## config.mk

```make
export PLATFORM = sky130hd
export DESIGN_NAME = regfile_dump_reader_flat
export DESIGN_NICKNAME = d
export VERILOG_FILES = /design/src/rtl/regfile_dump_reader_pkg.sv /design/src/rtl/regfile_dump_reader_if.sv /design/src/rtl/regfile_dump_reader.sv /design/src/flat_wrapper.sv
export SDC_FILE = /design/constraint.sdc
export NUM_CORES = 1
export LEC_CHECK = 0
export ABC_AREA = 1
export CELL_PAD_IN_SITES_DETAIL_PLACEMENT = 0
export CELL_PAD_IN_SITES_GLOBAL_PLACEMENT = 2
export CORE_MARGIN = 10
export CORE_UTILIZATION = 19
export DETAILED_ROUTE_END_ITERATION = 16
export GPL_ROUTABILITY_DRIVEN = 1
export PLACE_DENSITY = 0.8
export SYNTH_ARGS = -nofsm -noshare
export SYNTH_HDL_FRONTEND = slang
export SYNTH_SLANG_ARGS = --single-unit
export TNS_END_PERCENT = 5
```

## constraint.sdc

```tcl
create_clock -name clk -period 1.35 [get_ports clk]
set_input_delay 0.2025 -clock clk [delete_from_list [all_inputs] [get_ports clk]]
set_output_delay 0.2025 -clock clk [all_outputs]
set_load 0.01 [all_outputs]
```

## src/rtl/regfile_dump_reader_pkg.sv

```systemverilog
// Shared definitions for the register-file dump reader.
// Holds the register-file geometry defaults (shared with the CPU register
// file) and the sequencer state encoding.
package regfile_dump_reader_pkg;

  localparam int RF_DATA_W = 32;
  localparam int RF_ADDR_W = 5;
  localparam int NUM_REGS  = 32;

  typedef enum logic [1:0] {
    IDLE,
    LOAD,
    SEND,
    FIN
  } dump_state_t;

endpackage

```

## src/rtl/regfile_dump_reader_if.sv

```systemverilog
// Bus bundle for the dump reader.
// The bundle covers the spare register-file read port and the outgoing word
// stream.
//   rf_a       read address to the register file
//   rf_rd      asynchronous read data returned by the register file
//   dout_valid stream word valid
//   dout_ready downstream accepts the word
//   dout_data  register value
//   dout_idx   register index of dout_data
//   dout_last  marks the word for the last dumped register
// The master modport is the reader. The slave modport is the register file
// plus the stream consumer.
interface regfile_dump_reader_if
  import regfile_dump_reader_pkg::*;
#(
  parameter int DATA_W = RF_DATA_W,
  parameter int ADDR_W = RF_ADDR_W
);

  logic [ADDR_W-1:0] rf_a;
  logic [DATA_W-1:0] rf_rd;
  logic              dout_valid;
  logic              dout_ready;
  logic [DATA_W-1:0] dout_data;
  logic [ADDR_W-1:0] dout_idx;
  logic              dout_last;

  modport master (
    output rf_a,
    input  rf_rd,
    output dout_valid,
    input  dout_ready,
    output dout_data,
    output dout_idx,
    output dout_last
  );

  modport slave (
    input  rf_a,
    output rf_rd,
    input  dout_valid,
    output dout_ready,
    input  dout_data,
    input  dout_idx,
    input  dout_last
  );

endinterface

```

## src/rtl/regfile_dump_reader.sv

```systemverilog
// Debug readout sequencer for the register file.
// On start, it walks register indices FIRST_REG..LAST_REG in ascending order.
// For each index it reads the register through a spare asynchronous read port
// and presents the value as one stream word. The block never writes the
// register file.
//
// Ports:
//   clk    rising-edge clock
//   reset  synchronous, active-high reset
//   start  begin a dump (only honoured in IDLE)
//   abort  synchronous abort back to IDLE
//   busy   high in every state except IDLE
//   done   one-cycle pulse after the final handshake
//   bus    read port and output stream (master side)
//
// state | meaning
// ------+--------------------------------------------------------------
// IDLE  | waiting for start; read address parked at FIRST_REG
// LOAD  | address = idx; capture rf_rd into the output word register
// SEND  | word valid and held until the consumer accepts it
// FIN   | done pulse; index reloads to FIRST_REG
module regfile_dump_reader
  import regfile_dump_reader_pkg::*;
#(
  parameter int DATA_W    = RF_DATA_W,
  parameter int ADDR_W    = RF_ADDR_W,
  parameter int FIRST_REG = 0,
  parameter int LAST_REG  = NUM_REGS - 1
) (
  input  logic                 clk,
  input  logic                 reset,
  input  logic                 start,
  input  logic                 abort,
  output logic                 busy,
  output logic                 done,
  regfile_dump_reader_if.master bus
);

  localparam logic [ADDR_W-1:0] FIRST_IDX = ADDR_W'(FIRST_REG);
  localparam logic [ADDR_W-1:0] LAST_IDX  = ADDR_W'(LAST_REG);

  dump_state_t       state;
  dump_state_t       state_next;
  logic [ADDR_W-1:0] idx;
  logic              load_word;
  logic              take_word;

  logic              out_valid;
  logic [DATA_W-1:0] out_data;
  logic [ADDR_W-1:0] out_idx;
  logic              out_last;

  always_comb begin
    state_next = state;
    load_word  = 1'b0;
    take_word  = 1'b0;
    case (state)
      IDLE: if (start) state_next = LOAD;
      LOAD: begin
        load_word  = 1'b1;
        state_next = SEND;
      end
      SEND: if (bus.dout_ready) begin
        take_word  = 1'b1;
        state_next = out_last ? FIN : LOAD;
      end
      FIN:     state_next = IDLE;
      default: state_next = IDLE;
    endcase
    // Abort overrides start and the handshake.
    // The consumer may still see an accepted word, but nothing else advances.
    if (abort) begin
      state_next = IDLE;
      load_word  = 1'b0;
      take_word  = 1'b0;
    end
  end

  always_ff @(posedge clk) begin
    if (reset) begin
      state     <= IDLE;
      idx       <= FIRST_IDX;
      out_valid <= 1'b0;
      out_data  <= '0;
      out_idx   <= '0;
      out_last  <= 1'b0;
    end else begin
      state <= state_next;
      if (abort) begin
        idx       <= FIRST_IDX;
        out_valid <= 1'b0;
      end else begin
        if (load_word) begin
          out_data  <= bus.rf_rd;
          out_idx   <= idx;
          out_last  <= (idx == LAST_IDX);
          out_valid <= 1'b1;
        end
        // The increment is skipped on the last word.
        // This keeps idx from wrapping when LAST_REG is the top index.
        if (take_word) begin
          out_valid <= 1'b0;
          if (!out_last) idx <= idx + ADDR_W'(1);
        end
        if (state == FIN) idx <= FIRST_IDX;
      end
    end
  end

  assign bus.rf_a       = idx;
  assign bus.dout_valid = out_valid;
  assign bus.dout_data  = out_data;
  assign bus.dout_idx   = out_idx;
  assign bus.dout_last  = out_last;
  assign busy           = (state != IDLE);
  assign done           = (state == FIN);

endmodule
```

## src/flat_wrapper.sv

```systemverilog
// flat-port wrapper written by rule: the top's interface ports become plain ports
module regfile_dump_reader_flat import regfile_dump_reader_pkg::*;
#(
  parameter int DATA_W    = RF_DATA_W,
  parameter int ADDR_W    = RF_ADDR_W,
  parameter int FIRST_REG = 0,
  parameter int LAST_REG  = NUM_REGS - 1
)
  (clk, reset, start, abort, busy, done, bus_rf_a, bus_rf_rd, bus_dout_valid, bus_dout_ready, bus_dout_data, bus_dout_idx, bus_dout_last);
  regfile_dump_reader_if #(.DATA_W(DATA_W), .ADDR_W(ADDR_W)) bus_i ();
  input  logic clk;
  input  logic reset;
  input  logic start;
  input  logic abort;
  output logic busy;
  output logic done;
  output wire logic [$bits(bus_i.rf_a)-1:0] bus_rf_a;
  input wire logic [$bits(bus_i.rf_rd)-1:0] bus_rf_rd;
  output wire logic [$bits(bus_i.dout_valid)-1:0] bus_dout_valid;
  input wire logic [$bits(bus_i.dout_ready)-1:0] bus_dout_ready;
  output wire logic [$bits(bus_i.dout_data)-1:0] bus_dout_data;
  output wire logic [$bits(bus_i.dout_idx)-1:0] bus_dout_idx;
  output wire logic [$bits(bus_i.dout_last)-1:0] bus_dout_last;
  assign bus_rf_a = bus_i.rf_a;
  assign bus_i.rf_rd = bus_rf_rd;
  assign bus_dout_valid = bus_i.dout_valid;
  assign bus_i.dout_ready = bus_dout_ready;
  assign bus_dout_data = bus_i.dout_data;
  assign bus_dout_idx = bus_i.dout_idx;
  assign bus_dout_last = bus_i.dout_last;
  regfile_dump_reader #(.DATA_W(DATA_W), .ADDR_W(ADDR_W), .FIRST_REG(FIRST_REG), .LAST_REG(LAST_REG)) u_core (.clk(clk), .reset(reset), .start(start), .abort(abort), .busy(busy), .done(done), .bus(bus_i));
endmodule
```

; ---- Yosys cells after proc, flatten, opt, wreduce, memory -nomap -nowiden
; Index checks and enable logic that the tools add are counted.
[op_classes]
addsub = 1
eq_ne = 6
n_mux = 9
bitwise_logic = 2
reduce_logical = 8
[ops]
columns = op, count
row1 = $pmux W2 S4, 1
row2 = $mux W2, 3
row3 = $reduce_and A2 Y1, 3
row4 = $reduce_or A3 Y1, 2
row5 = $add A5 B1 Y5 const B, 1
row6 = $eq A5 B5 Y1 const B, 1
row7 = $mux W1, 5
row8 = $eq A2 B2 Y1 const B, 2
row9 = $ne A2 B2 Y1 const B, 2
row10 = $eq A2 B1 Y1 const B, 1
row11 = $logic_not A2 Y1, 1
row12 = $not A1 Y1, 2
row13 = $reduce_bool A2 Y1, 1
row14 = $reduce_or A2 Y1, 1
[totals]
ff_bits = 46
input_bits = 37
out_inout_bits = 46
word_cells = 32

; ---- Depth between registers and ports, before layout
[logic_depth]
ltp_word = 4
ltp_mapped = 6
mapped_depth_nobuf = 6

; ---- Least setup slack after synthesis
; OpenSTA, ideal clock, no wires.
[synth_path]
path_type = register -> register
from = reg u_core.idx[0] (netlist: u_core.bus.rf_a[0])
to = reg u_core.idx[4] (netlist: u_core.bus.rf_a[4])
setup_time_ns = 0.118
arrival_ns = 1.243
t_required_ns = 1.232
slack_ns = -0.011
path_stages_with_launch = 6
path_buffers = 0
period_less_slack_ns = 1.361
path_cell_list = dfxtp_1 > ha_1 > and3_1 > ha_1 > nor3_1 > nor2_1
[synth_via]
elab_chain_len = 1
[synth_rtl]
columns = element, line_no
row1 = start: declaration, regfile_dump_reader.sv:44  ; logic [ADDR_W-1:0] idx;
row2 = start signal: assignment, regfile_dump_reader.sv:103  ; if (!out_last) idx <= idx + ADDR_W'(1);
row3 = $add A5 B1 Y5, regfile_dump_reader.sv:103
; No other way between the ends.
; A chain may end at the register's enable or synchronous reset.

; ---- Worst setup path after layout
[layout_path]
from = reg u_core.state[1]
to = out done
[layout_via]
elab_chain_len = 1
[layout_rtl]
columns = element, line_no
row1 = start: declaration, regfile_dump_reader.sv:42  ; dump_state_t state;
row2 = start signal: assignment, regfile_dump_reader.sv:88  ; state <= state_next;
row3 = $eq A2 B2 Y1, regfile_dump_reader.sv:116  ; assign done = (state == FIN);
row4 = end: declaration, flat_wrapper.sv:16  ; output logic done;
; No other way between the ends.

==> run metrics <==
clk slew on worst S/H paths 0.09 ns; starting density of the core 19.3%; post-route cell area 2810 µm²; Leak around 1.2 nW; mux cell area share after synthesis 0%; Finished Layout Cells approximately 420; adder-cell share of the synthesized area 1.42%; violation count after the first detailed-routing iteration 56; synthesized cell area 1760 µm²; clock tree buffer depth 2; post-synthesis cell count 220; drt via density just under 4; Layout Skew 0.00700 ns; dpl cells between 400 and 500; first-pass GRT wire length 8310 µm; endpoints failing setup 0; register-to-register setup slack 0.11 ns; RSZ-0062 raised after global routing yes; DRC 0; CTS tree done; critical path startpoint u_core.state[1]$_SDFFE_PP0P_; Worst EP arrival approximately 1.1 ns; antenna-violating nets left 0; maximum vdd ir drop 0.427 mV; Min-Delay Path Class register to register; PnR worst setup slack 0.0777 ns; share of post-route cells with drive strength above 1 8.17%; power per cell area 980 nW/µm²; synthesis-to-layout area growth 59.3%; Worst setup endpoint done; Row Count 35; max cap viols 0; Worst-Margin Slew about 0.18 ns; synth warn 0; hold path depth 2; gpl congestion approximately 0.7; Pre-Repair DR Iteration Count 4; Die Span Y 116 µm; hpwl dp 3900 µm; R2R depth 5; Synth cell types 21; Compound-Gate Fraction of Synth Area 23.6%; CTS H-tree depth 2; crit start category register; cts hold-fix bufs 0; core box area approximately 9200 µm²; Slew headroom 88.0%; final period utilization 94.2%; final net count 344; synthesized flop and latch total 46; Post-Synth XOR/XNOR Area 0%; Mapped Nets 259; RR Startpoint u_core.bus.rf_a[0]$_SDFFE_PP0P_; n_diodes 0; CTS root buffer clkbuf_8; f_max 0.786 GHz; dpl ws -0.100 ns; Simple-Gate Fraction of Synth Area under 10%; worst-path maximum fanout 3; commonest non-fill, non-tap cell in the layout inv_1; Num CTS Buffers 5; largest family of logic cells by synthesized area compound AO/OA/AOI/OAI gates; most frequent cells in the layout inv_1 (46), dlygate4sd2_1 (45), dfxtp_1 (43); IO Count between 80 and 90; RR Endpoint u_core.bus.rf_a[4]$_SDFFE_PP0P_; total track usage under 10%; CP Capture Type output port; Placement Cell Area between 2000 and 3000 µm²; outcome finished clean; largest net degree at the start of global routing 48; Post-Route WL 5180 µm; DIE AREA about 14000 µm²; initial antenna violation count 0; Final Hold Fails 0; via count of the first global-routing pass around 1700; die span in x 116 µm; clk sinks 46; worst skew pair latency 0.29 ns; fillcell total 994; Crit Path Class register to output port; WL/cell 12.4 µm; critical path data required time 1.15 ns; Syn Area/Cell 8.02 µm²; fin crit period 1.27 ns; setup TNS 0 ns; DR vias 1647; Final Max Tran Viols 0; sequential area share after synthesis between 50% and 60%; PortBufs 82; total grt overflow 0
==> state kept, by name, summed over array words and instances (netlist names) <==
name,count
u_core.bus.dout_data,32
u_core.bus.dout_idx,5
u_core.bus.dout_last,1
u_core.bus.dout_valid,1
u_core.bus.rf_a,5
u_core.state,2
==> cells by family after synthesis <==
logic type | Yosys count
AND/OR/NAND/NOR | 30
adder cells (fa/ha/maj) | 2
AO/OA/AOI/OAI | 83
flip-flops | 46
buffers and inverters | 59
==> worst min path at each step <==
stage	startpoint	slack, ns	to
2_1_floorplan	reset	0.37	u_core.bus.dout_valid$_SDFFE_PP0P_
3_3_place_gp	u_core.bus.dout_data[31]$_SDFFE_PP0P_	0.43	u_core.bus.dout_data[31]$_SDFFE_PP0P_
3_5_place_dp	u_core.bus.dout_data[4]$_SDFFE_PP0P_	0.43	u_core.bus.dout_data[4]$_SDFFE_PP0P_
4_1_cts	u_core.bus.dout_data[4]$_SDFFE_PP0P_	0.45	u_core.bus.dout_data[4]$_SDFFE_PP0P_
5_1_grt	u_core.bus.dout_data[25]$_SDFFE_PP0P_	0.47	u_core.bus.dout_data[25]$_SDFFE_PP0P_
6_report	u_core.bus.dout_data[4]$_SDFFE_PP0P_	0.44	u_core.bus.dout_data[4]$_SDFFE_PP0P_
==> where the power goes <==
part | internal (mW) | leakage (nW) | switching, mW
combinational | 0.196 | 0.801 | 0.154
clock | 0.518 | 0.0575 | 0.456
sequential | 1.41 | 0.375 | 0.0251
==> synthesized netlist by cell type <==
cell type | instances | area share (%)
dfxtp_1 | 46 | 52
inv_1 | 46 | 9.8
a21oi_1 | 41 | 12
o21ai_0 | 33 | 9.4
nand2_1 | 11 | 2.3
nor2_1 | 8 | 1.7
o21ai_1 | 8 | 2.3
buf_2 | 5 | 1.4
buf_6 | 3 | 1.9
nand3_1 | 3 | 0.85
nor3_1 | 3 | 0.85
clkbuf_1 | 2 | 0.43
ha_1 | 2 | 1.4
nand3_2 | 2 | 1.1
a31oi_1 | 1 | 0.35
and3_1 | 1 | 0.35
buf_4 | 1 | 0.43
clkbuf_2 | 1 | 0.28
inv_2 | 1 | 0.21
nand3b_1 | 1 | 0.43
nor2_4 | 1 | 0.64
==> per-layer routing <==
layer / track usage (%) / vias to the layer above / wire, µm
li1: - / 873 / -
met1: 8.74 / 727 / 2230
met2: 12.7 / 43 / 2490
met3: 3.29 / 4 / 420
met4: 2.00 / 0 / 36
met5: 0 / - / 0
==> layout make-up <==
cell class | count | area [µm²] | area share [%]
tap | 111 | 139 | 4.94
multi-input combinational | 115 | 596 | 21.2
inverter | 47 | 176 | 6.28
sequential | 46 | 927 | 33.0
timing repair buffer | 90 | 862 | 30.7
clock buffer | 8 | 110 | 3.92
==> repair_timing <==
item                       in CTS  in global routing
gates cloned                    0                  0
setup endpoints to repair      46                  3
buffers inserted                0                  0
resized for setup              48                  4
pin swaps                       0                  1
==> per-stage QoR <==
stage | power (mW) | util (%) | hold WS, ns
floorplan | 1.61 | - | 0.375
global placement | 1.85 | 30.0 | 0.431
detailed placement | 1.86 | 30.0 | 0.434
CTS | 2.83 | 30.6 | 0.446
global route | 2.93 | 30.7 | 0.466
finish | 2.75 | 30.7 | 0.443
==> worst max-delay path: stages, from the launching register on <==
cell	delay, ns
dfxtp_1	0.37
nand2_1	0.08
inv_1	0.06
dlygate4sd2_1	0.27
No activity file was read; power rests on OpenSTA's default activity.
==> variant, RTL diff (config.mk and constraints unchanged) <==
Encoding of `dump_state_t`: now one-hot (4 bits for 4 states).
--- a/src/rtl/regfile_dump_reader_pkg.sv
+++ b/src/rtl/regfile_dump_reader_pkg.sv
@@ -7,11 +7,11 @@
   localparam int RF_ADDR_W = 5;
   localparam int NUM_REGS  = 32;
 
-  typedef enum logic [1:0] {
-    IDLE,
-    LOAD,
-    SEND,
-    FIN
+  typedef enum logic [3:0] {
+    IDLE = 4'b0001,
+    LOAD = 4'b0010,
+    SEND = 4'b0100,
+    FIN  = 4'b1000
   } dump_state_t;
 
 endpackage
Function: no difference found for any inputs over 10 cycles, from zero or initial values and one cycle with reset high; not proved beyond that.
==> variant against the original RTL <==
- the run now ends with negative setup slack left
- power is 5.9% lower
- utilization is 2.4 points higher
- worst setup slack worse by 0.084 ns
- die area increased by 8.7%
- routed wire length is 17% higher
- area after synthesis up 11%
- design area is 17% higher
- sequential cell count up 2
- cell count is 18% higher
- sequential share of layout area down 3.6 points
==> variant: results <==
INSERT INTO impl_metrics (metric_group, metric, value, unit) VALUES
('placed_design', 'placedInstanceArea', '0.003070', 'mm^2'),
('power_and_ir_drop', 'worst_ir_drop_vdd', '0.3904', 'mV'),
('sta', 'final_ws_setup', '-0.006532', 'ns'),
('yosys', 'synth.cells.most_frequent', '54 x inv_1, 48 x dfxtp_1, 31 x a21oi_1, 27 x o21ai_0, 24 x nand2_1', ''),
('power_and_ir_drop', 'leakagePower', '1.432', 'nW'),
('status', 'status', 'complete, but fails checks', ''),
('power_and_ir_drop', 'power.share.switching', '24.17', '%'),
('global_route', 'gr-usage-met1', '9.585', '%'),
('global_route', 'global_route_wire_length_before_repair', '9.473', 'mm'),
('placed_design', 'post-place-ws', '-0.1374', 'ns'),
('yosys', 'syn_area_per_cell', '7.802', 'um^2'),
('route', 'met2_length', '2.769', 'mm'),
('status', 'violations', 'negative setup slack', ''),
('placed_design', 'placedCellCount', '478', ''),
('global_route', 'grt.met2_usage', '12.45', '%'),
('sta', 'final-setup-viol-count', '1', ''),
('route', 'detailedRoute.firstIterationViolations', '71', ''),
('worst_hold_path', 'hold_path.startpoint', 'u_core.bus.dout_data[10]', ''),
('global_route', 'globalRouteTotalUtil', '7.871', '%'),
('global_route', 'via_count_of_the_first_global_routing_pass', '1868', '');
## variant: cell families (layout without fill, tap and decap cells)
logic type	after synthesis	count (layout)	synth area share (%)
flip-flops	48	48	49.26
AND/OR/NAND/NOR	53	53	12.83
buffers and inverters	67	174	14.05
AO/OA/AOI/OAI	80	80	22.58
adder cells (fa/ha/maj)	2	2	1.283
## variant: worst max-delay path by stage
stage                       startpoint                 endpoint  slack, ns  cells after the start
finish                 u_core.state[1]  u_core.bus.dout_data[5]     -0.007                      8
global route           u_core.state[1]  u_core.bus.dout_data[5]      -0.07                      8
CTS                    u_core.state[1]  u_core.bus.dout_data[7]      -0.06                      7
detailed placement               abort  u_core.bus.dout_data[7]      -0.14                      6
global placement        bus_dout_ready       u_core.bus.rf_a[3]      -0.11                      8
floorplan           u_core.bus.rf_a[0]       u_core.bus.rf_a[4]       0.05                      6
## variant: worst max-delay path: cells and delay by family, from the launching register on
| kind | cells | cell delay [ns] |
|---|---|---|
| buffers and inverters | 4 | 0.49 |
| flip-flops | 1 | 0.34 |
| AO/OA/AOI/OAI | 2 | 0.24 |
| AND/OR/NAND/NOR | 2 | 0.19 |
## variant: cell type report
class / count / area, um^2
fillers: 1081 / 6629
well taps: 133 / 166.4
inverters: 55 / 206.4
clock inverters: 3 / 18.77
clock buffers: 5 / 68.82
multi-input cells: 135 / 750.7
repair buffers: 111 / 1106
flip-flops and latches: 48 / 963.4
## variant: power groups by stage
stage | combinational (mW) | clock (mW) | sequential (mW)
finish | 0.285 | 0.870 | 1.44
global route | 0.317 | 0.979 | 1.44
CTS | 0.269 | 0.935 | 1.44
detailed placement | 0.277 | 0 | 1.47
global placement | 0.276 | 0 | 1.47
floorplan | 0.0855 | 0 | 1.48
